==> config.mk <==
export PLATFORM = sky130hd
export DESIGN_NAME = tbcm_stream_arbiter
export DESIGN_NICKNAME = d
export VERILOG_FILES = /design/src/rtl/tbcm_stream_arbiter_pkg.sv /design/src/rtl/tbcm_stream_arbiter_mux.sv /design/src/rtl/tbcm_stream_arbiter.sv
export SDC_FILE = /design/constraint.sdc
export NUM_CORES = 1
export LEC_CHECK = 0
export ABC_AREA = 1
export CORE_AREA = 2 2 50 52
export CTS_BUF_LIST = sky130_fd_sc_hd__clkbuf_4 sky130_fd_sc_hd__clkbuf_8
export CTS_CLUSTER_DIAMETER = 120
export CTS_CLUSTER_SIZE = 14
export DETAILED_ROUTE_END_ITERATION = 16
export DIE_AREA = 0 0 52 54
export GPL_TIMING_DRIVEN = 0
export HOLD_SLACK_MARGIN = 0.02
export PLACE_DENSITY = 0.84
export SLEW_MARGIN = 25
export SYNTH_ARGS = -nofsm -noshare
export SYNTH_HDL_FRONTEND = slang
export SYNTH_SLANG_ARGS = --single-unit
==> constraint.sdc <==
create_clock -name i_clk -period 3.1 [get_ports i_clk]
set_clock_uncertainty 0.15 [all_clocks]
set_input_delay 0.775 -clock i_clk [delete_from_list [all_inputs] [get_ports i_clk]]
set_output_delay 0.775 -clock i_clk [all_outputs]
set_load 0.05 [all_outputs]
==> src/rtl/tbcm_stream_arbiter_pkg.sv <==
`timescale 1ns/1ps
`default_nettype none
// ============================================================================
// Module      : tbcm_stream_arbiter_pkg
// Description : Shared types and helpers for the packet-locked round-robin
//               stream arbiter: FSM state type, round-robin grant picker and
//               post-packet priority-mask update.
// Revision    : 1.0 - initial release
// ============================================================================
package tbcm_stream_arbiter_pkg;

    // Largest supported requester count; helpers work on this width and
    // callers truncate to their own ENTRIES.
    localparam int unsigned c_MAX_ENTRIES = 32;
    localparam int unsigned c_STATE_W     = 1;
    localparam logic [c_MAX_ENTRIES-1:0] c_ONE = 32'd1;

    typedef enum logic [c_STATE_W-1:0] {
        IDLE = 1'b0,
        BUSY = 1'b1
    } state_e;

    // Lowest-index request inside the priority mask; if the mask hides every
    // request, wrap around to the lowest-index request overall. One-hot or 0.
    function automatic logic [c_MAX_ENTRIES-1:0] next_grant(
        input logic [c_MAX_ENTRIES-1:0] request,
        input logic [c_MAX_ENTRIES-1:0] mask
    );
        logic [c_MAX_ENTRIES-1:0] w_masked;
        logic [c_MAX_ENTRIES-1:0] w_pick;
        w_masked = request & mask;
        w_pick   = (|w_masked) ? w_masked : request;
        // Two's-complement trick isolates the lowest set bit.
        return w_pick & (~w_pick + c_ONE);
    endfunction

    // Priority mask after a packet from 'grant' finishes: every index strictly
    // above the winner. When the winner is the top entry (or grant is empty)
    // the mask reopens to all ones so entry 0 leads again.
    function automatic logic [c_MAX_ENTRIES-1:0] next_mask(
        input logic [c_MAX_ENTRIES-1:0] grant,
        input int unsigned              entries
    );
        logic [c_MAX_ENTRIES-1:0] w_lim;
        logic [c_MAX_ENTRIES-1:0] w_above;
        // A shift by 32 yields 0, so 32 entries gives an all-ones limit.
        w_lim   = (c_ONE << entries) - c_ONE;
        w_above = ~(grant | (grant - c_ONE)) & w_lim;
        return (|w_above) ? w_above : w_lim;
    endfunction

endpackage : tbcm_stream_arbiter_pkg
`default_nettype wire

==> src/rtl/tbcm_stream_arbiter_mux.sv <==
`timescale 1ns/1ps
`default_nettype none
// ============================================================================
// Module      : tbcm_mux
// Description : Generic N:1 selector. With ONE_HOT=1 the select is a one-hot
//               (or all-zero) vector and the output is an AND-OR of the
//               inputs, giving zero when nothing is selected. With ONE_HOT=0
//               the low bits of the select form a binary index.
// Ports       : i_sel  [ENTRIES]           select vector
//               i_data DATA_TYPE [ENTRIES] candidate payloads
//               o_data DATA_TYPE           selected payload
// Revision    : 1.0 - initial release
// ============================================================================
module tbcm_mux
    import tbcm_stream_arbiter_pkg::*;
#(
    parameter bit          ONE_HOT   = 1'b1,
    parameter int unsigned ENTRIES   = 4,
    parameter type         DATA_TYPE = logic
) (
    input  logic [ENTRIES-1:0] i_sel,
    input  DATA_TYPE           i_data [ENTRIES],
    output DATA_TYPE           o_data
);

    generate
        if (ONE_HOT) begin : g_one_hot
            logic [$bits(DATA_TYPE)-1:0] w_acc;
            always_comb begin
                w_acc = '0;
                for (int i = 0; i < int'(ENTRIES); i++) begin
                    if (i_sel[i]) begin
                        w_acc = w_acc | i_data[i];
                    end
                end
            end
            assign o_data = DATA_TYPE'(w_acc);
        end else begin : g_binary
            localparam int unsigned c_IDX_W = (ENTRIES > 1) ? $clog2(ENTRIES) : 1;
            assign o_data = i_data[i_sel[c_IDX_W-1:0]];
        end
    endgenerate

endmodule : tbcm_mux
`default_nettype wire

==> src/rtl/tbcm_stream_arbiter.sv <==
`timescale 1ns/1ps
`default_nettype none
// ============================================================================
// Module      : tbcm_stream_arbiter
// Description : Round-robin, packet-locked arbiter sharing one valid/ready
//               stream channel between ENTRIES requesters. The registered
//               one-hot grant drives one-hot muxes for payload and last flag
//               and is held until the granted packet's last beat transfers.
// Ports       : i_clk, i_rst_n (synchronous, active-low)
//               i_valid/o_ready/i_data/i_last  per-requester stream side
//               o_valid/i_ready/o_data/o_last  shared downstream side
//               o_grant                        registered one-hot grant
// Options     : TBCM_STREAM_ARBITER_BACK_TO_BACK_EN - re-arbitrate on the
//               last-beat transfer so packets from different requesters
//               follow with no idle bubble.
// Revision    : 1.0 - initial release
// ============================================================================
module tbcm_stream_arbiter
    import tbcm_stream_arbiter_pkg::*;
#(
    parameter int unsigned WIDTH     = 8,
    parameter type         DATA_TYPE = logic [WIDTH-1:0],
    parameter int unsigned ENTRIES   = 4
) (
    input  logic               i_clk,
    input  logic               i_rst_n,
    input  logic [ENTRIES-1:0] i_valid,
    output logic [ENTRIES-1:0] o_ready,
    input  DATA_TYPE           i_data [ENTRIES],
    input  logic [ENTRIES-1:0] i_last,
    output logic               o_valid,
    input  logic               i_ready,
    output DATA_TYPE           o_data,
    output logic               o_last,
    output logic [ENTRIES-1:0] o_grant
);

    state_e             r_state;
    logic [ENTRIES-1:0] r_grant;
    logic [ENTRIES-1:0] r_mask;

    logic [ENTRIES-1:0] w_idle_grant;
    logic [ENTRIES-1:0] w_done_mask;
    logic               w_xfer_last;
    logic               w_last_sel;
    logic               w_last_arr [ENTRIES];

    // ------------------------------------------------------------------
    // Datapath: the grant is empty outside BUSY, so valid/ready/data/last
    // all fall to zero while idle without further gating.
    // ------------------------------------------------------------------
    generate
        for (genvar g = 0; g < int'(ENTRIES); g++) begin : g_last_unpack
            assign w_last_arr[g] = i_last[g];
        end
    endgenerate

    tbcm_mux #(
        .ONE_HOT   (1'b1),
        .ENTRIES   (ENTRIES),
        .DATA_TYPE (DATA_TYPE)
    ) u_data_mux (
        .i_sel  (r_grant),
        .i_data (i_data),
        .o_data (o_data)
    );

    tbcm_mux #(
        .ONE_HOT   (1'b1),
        .ENTRIES   (ENTRIES),
        .DATA_TYPE (logic)
    ) u_last_mux (
        .i_sel  (r_grant),
        .i_data (w_last_arr),
        .o_data (w_last_sel)
    );

    assign o_valid     = |(i_valid & r_grant);
    assign o_last      = w_last_sel;
    assign o_ready     = r_grant & {ENTRIES{i_ready}};
    assign o_grant     = r_grant;
    assign w_xfer_last = o_valid & i_ready & o_last;

    // ------------------------------------------------------------------
    // Arbitration candidates
    // ------------------------------------------------------------------
    assign w_idle_grant = ENTRIES'(next_grant(32'(i_valid), 32'(r_mask)));
    assign w_done_mask  = ENTRIES'(next_mask(32'(r_grant), ENTRIES));

`ifdef TBCM_STREAM_ARBITER_BACK_TO_BACK_EN
    // Next winner chosen alongside the finishing packet: updated pointer,
    // finishing requester excluded so it cannot immediately re-win.
    logic [ENTRIES-1:0] w_b2b_grant;
    assign w_b2b_grant = ENTRIES'(next_grant(32'(i_valid & ~r_grant), 32'(w_done_mask)));
`endif

    // ------------------------------------------------------------------
    // FSM and priority pointer
    // ------------------------------------------------------------------
    always_ff @(posedge i_clk) begin
        if (!i_rst_n) begin
            r_state <= IDLE;
            r_grant <= '0;
            r_mask  <= '1;
        end else begin
            case (r_state)
                IDLE: begin
                    if (|i_valid) begin
                        r_grant <= w_idle_grant;
                        r_state <= BUSY;
                    end
                end
                BUSY: begin
                    // Grant is locked until the last beat actually transfers.
                    if (w_xfer_last) begin
                        r_mask <= w_done_mask;
`ifdef TBCM_STREAM_ARBITER_BACK_TO_BACK_EN
                        if (|w_b2b_grant) begin
                            r_grant <= w_b2b_grant;
                        end else begin
                            r_grant <= '0;
                            r_state <= IDLE;
                        end
`else
                        r_grant <= '0;
                        r_state <= IDLE;
`endif
                    end
                end
                default: begin
                    r_grant <= '0;
                    r_state <= IDLE;
                end
            endcase
        end
    end

endmodule : tbcm_stream_arbiter
`default_nettype wire

==> results.toml <==
[placed_design]
dp.cells = 242
dpl.hpwl_um = 1980
routabilityCongestion = 0.797
port_buffers = 60

[sta]
setup_violations = 0
rsz0062_at_grt = "false"
final_max_slew_viol_count = 0
worst_pin_slew_ns = 0.505
slew_headroom = 0.665
post-route-period-util = 0.979
min_period_ns = 3.04
fin_tns_setup_ns = 0
clock.fmax_mhz = 329
hold_viol = 0
hold_slack_ns = 0.331

[floorplanning]
fp-row-count = 18
die_area_um2 = 2810
die_h_um = 54
initial_core_util = 0.348
fp.coreArea_um2 = 2320
die_w_um = 52
ioPinCount = 61

[drt]
wirelength_um = 2430
dr_wl_met3_um = 182
via_per_inst = 4.62
drc = 0
wire_per_inst_um = 9.89
vias = 1136
drt-met1-wl_um = 1030
wl_met2_um = 1170
drt_pass1_iterations = 4
initialDrtViolationCount = 11
ant_nets = 0
dr.max_layer_used = "met4"

[yosys]
synth_fp_nets = 195
yosysSeqAreaShare = 0.223
synthesis.instances = 152
avgSynthCellArea_um2 = 5.31
ys_ff_latch = 9
ys_warn_count = 0
synth_top_cells_by_area = "nand2_1, dfxtp_1, inv_1"
synth_top_cell_area_share = 0.344
synth_ff_type = "dfxtp_1"
syn_area_um2 = 807
synth_edf_count = 0
synth_top_cell_by_area = "nand2_1"
synth_cell_types = 16
synthArstFlopShare = 0
ys_top_cells_by_count = "nand2_1, inv_1, nor2_1"
yosysMostFrequentCell = "nand2_1"

[pwr]
power.internal_w = 0.000282
p_comb_frac = 0.534
vdd_ir_drop_max_mv = 0.236
pwr-share-clk = 0.201
leakage_nw = 0.716
p_switching_w = 0.000214
powerDensity_nw_per_um2 = 340
swShare = 0.431
total_power_w = 0.000496
p_seq_frac = 0.265

[setup_path]
critPathArrivalTime_ns = 2.11
worst_path_largest_cell_delay_ns = 0.56
critPathCaptureType = "output port"
path_max_fanout = 4
cp_slowest_cell = "clkdlybuf4s50_1"
required_ns = 2.17
crit_top_cell = "nand2_1"
critPathLaunchType = "input port"
path_cells = "clkdlybuf4s50_1 > nand2_1 > nand2_1 > nor2_2 > inv_1 > dlygate4sd2_1"
critPathKind = "input port to output port"

[clocking]
cts_root_buffer = "clkbuf_4"
ctsResizeCount = 14
cts_tree = "yes"
post_cts_buffers = 0
cts_buffer_depth = 2
clock_sinks = 9
cts_hold_buf = 0
path_clk_slew_ns = 0.06
worstSkewPairLatency_ns = 0.26
htreeDepth = 1
cts_buffers = 3

[final_layout]
diodes = 0
fillers = 231
drive_gt1_frac = 0.0556
syn2layout_area_growth_pct = 80.6
nets = 260
fin_cells = 246

[global_route]
grt_pass1_vias = 985
grt_pass1_wl_um = 3860
grt_start_max_net_pins = 11
grt_overflow = 0
antenna_found_initial = 0
grt_use_total = 0.186

[min_path]
hold_path.class = "flop to flop"

[job]
maxCapViolCount = 0

[status]
status = "complete, no violations"
## sequential cells by signal, indices dropped and copies added, names as in the netlist
| signal | flops |
|---|---|
| r_state | 1 |
| o_grant | 4 |
| r_mask | 4 |
## stage by stage
stage | utilization | setup slack, ns | instance area, µm²
CTS | 0.628 | 0.0611 | 1460
global route | 0.628 | 0.0156 | 1460
finish | 0.628 | 0.0646 | 1460
detailed placement | 0.623 | -0.208 | 1450
global placement | 0.623 | -0.208 | 1450
floorplan | - | 0.667 | 807
## critical path: cells and delay by family
kind / cells / cell delay (ns)
buf+inv: 3 / 1.12
simple gates: 3 / 0.21
## cells by family (layout without fill, tap and decap cells)
family	Yosys count	after routing	share of synthesized area
multiplexers	1	1	0.0124
flip-flops	9	9	0.223
AO/OA/AOI/OAI	13	13	0.0837
buffers and inverters	21	85	0.0977
AND/OR/NAND/NOR	108	108	0.583
## cell type report
type	instances	area [µm²]	area share
buffer	4	15.0	0.0103
clock buffer	4	30.0	0.0206
inverter	17	63.8	0.0438
multi-input combinational	122	548	0.376
sequential	9	180	0.124
tap	30	37.5	0.0258
timing repair buffer	60	583	0.400
## path summary, 6_finish.rpt
| path | startpoint | to | slack (ns) | cells after the start |
|---|---|---|---|---|
| max reg2reg | o_grant[2]$_SDFFE_PN0P_ | r_mask[2]$_SDFFE_PN1P_ | 1.68 | 4 |
| min reg2reg | r_mask[1]$_SDFFE_PN1P_ | r_mask[1]$_SDFFE_PN1P_ | 0.33 | 2 |
| min | r_mask[1]$_SDFFE_PN1P_ | r_mask[1]$_SDFFE_PN1P_ | 0.33 | 2 |
| max | i_valid[0] | o_valid | 0.06 | 6 |
## routing by layer
layer | track usage | vias up
met3 | 0.0361 | 4
met1 | 0.207 | 474
li1 | - | 609
met5 | 0 | -
met4 | 0.105 | 0
met2 | 0.331 | 49
## power groups by stage
stage / sequential, W / clock (W) / combinational, W
after detailed placement: 0.000134 / 0 / 0.000282
final: 0.000131 / 0.0000999 / 0.000265
after global placement: 0.000134 / 0 / 0.000281
after floorplan: 0.000145 / 0 / 0.000150
after CTS: 0.000131 / 0.000103 / 0.000266
after global routing: 0.000132 / 0.000110 / 0.000286
## cells in the final DEF (no fill, tap or decap), drive strengths merged
cell           Yosys  final
nor2              13     13
mux2i              1      1
nand3              8      8
clkbuf             4      8
a21oi              7      7
dlygate4sd2        0     14
nand2             78     78
o21bai             1      1
nand4              9      9
inv               17     17
clkdlybuf4s50      0     46
dfxtp              9      9
o21ai              5      5
Power figures use the tool's default switching activity.
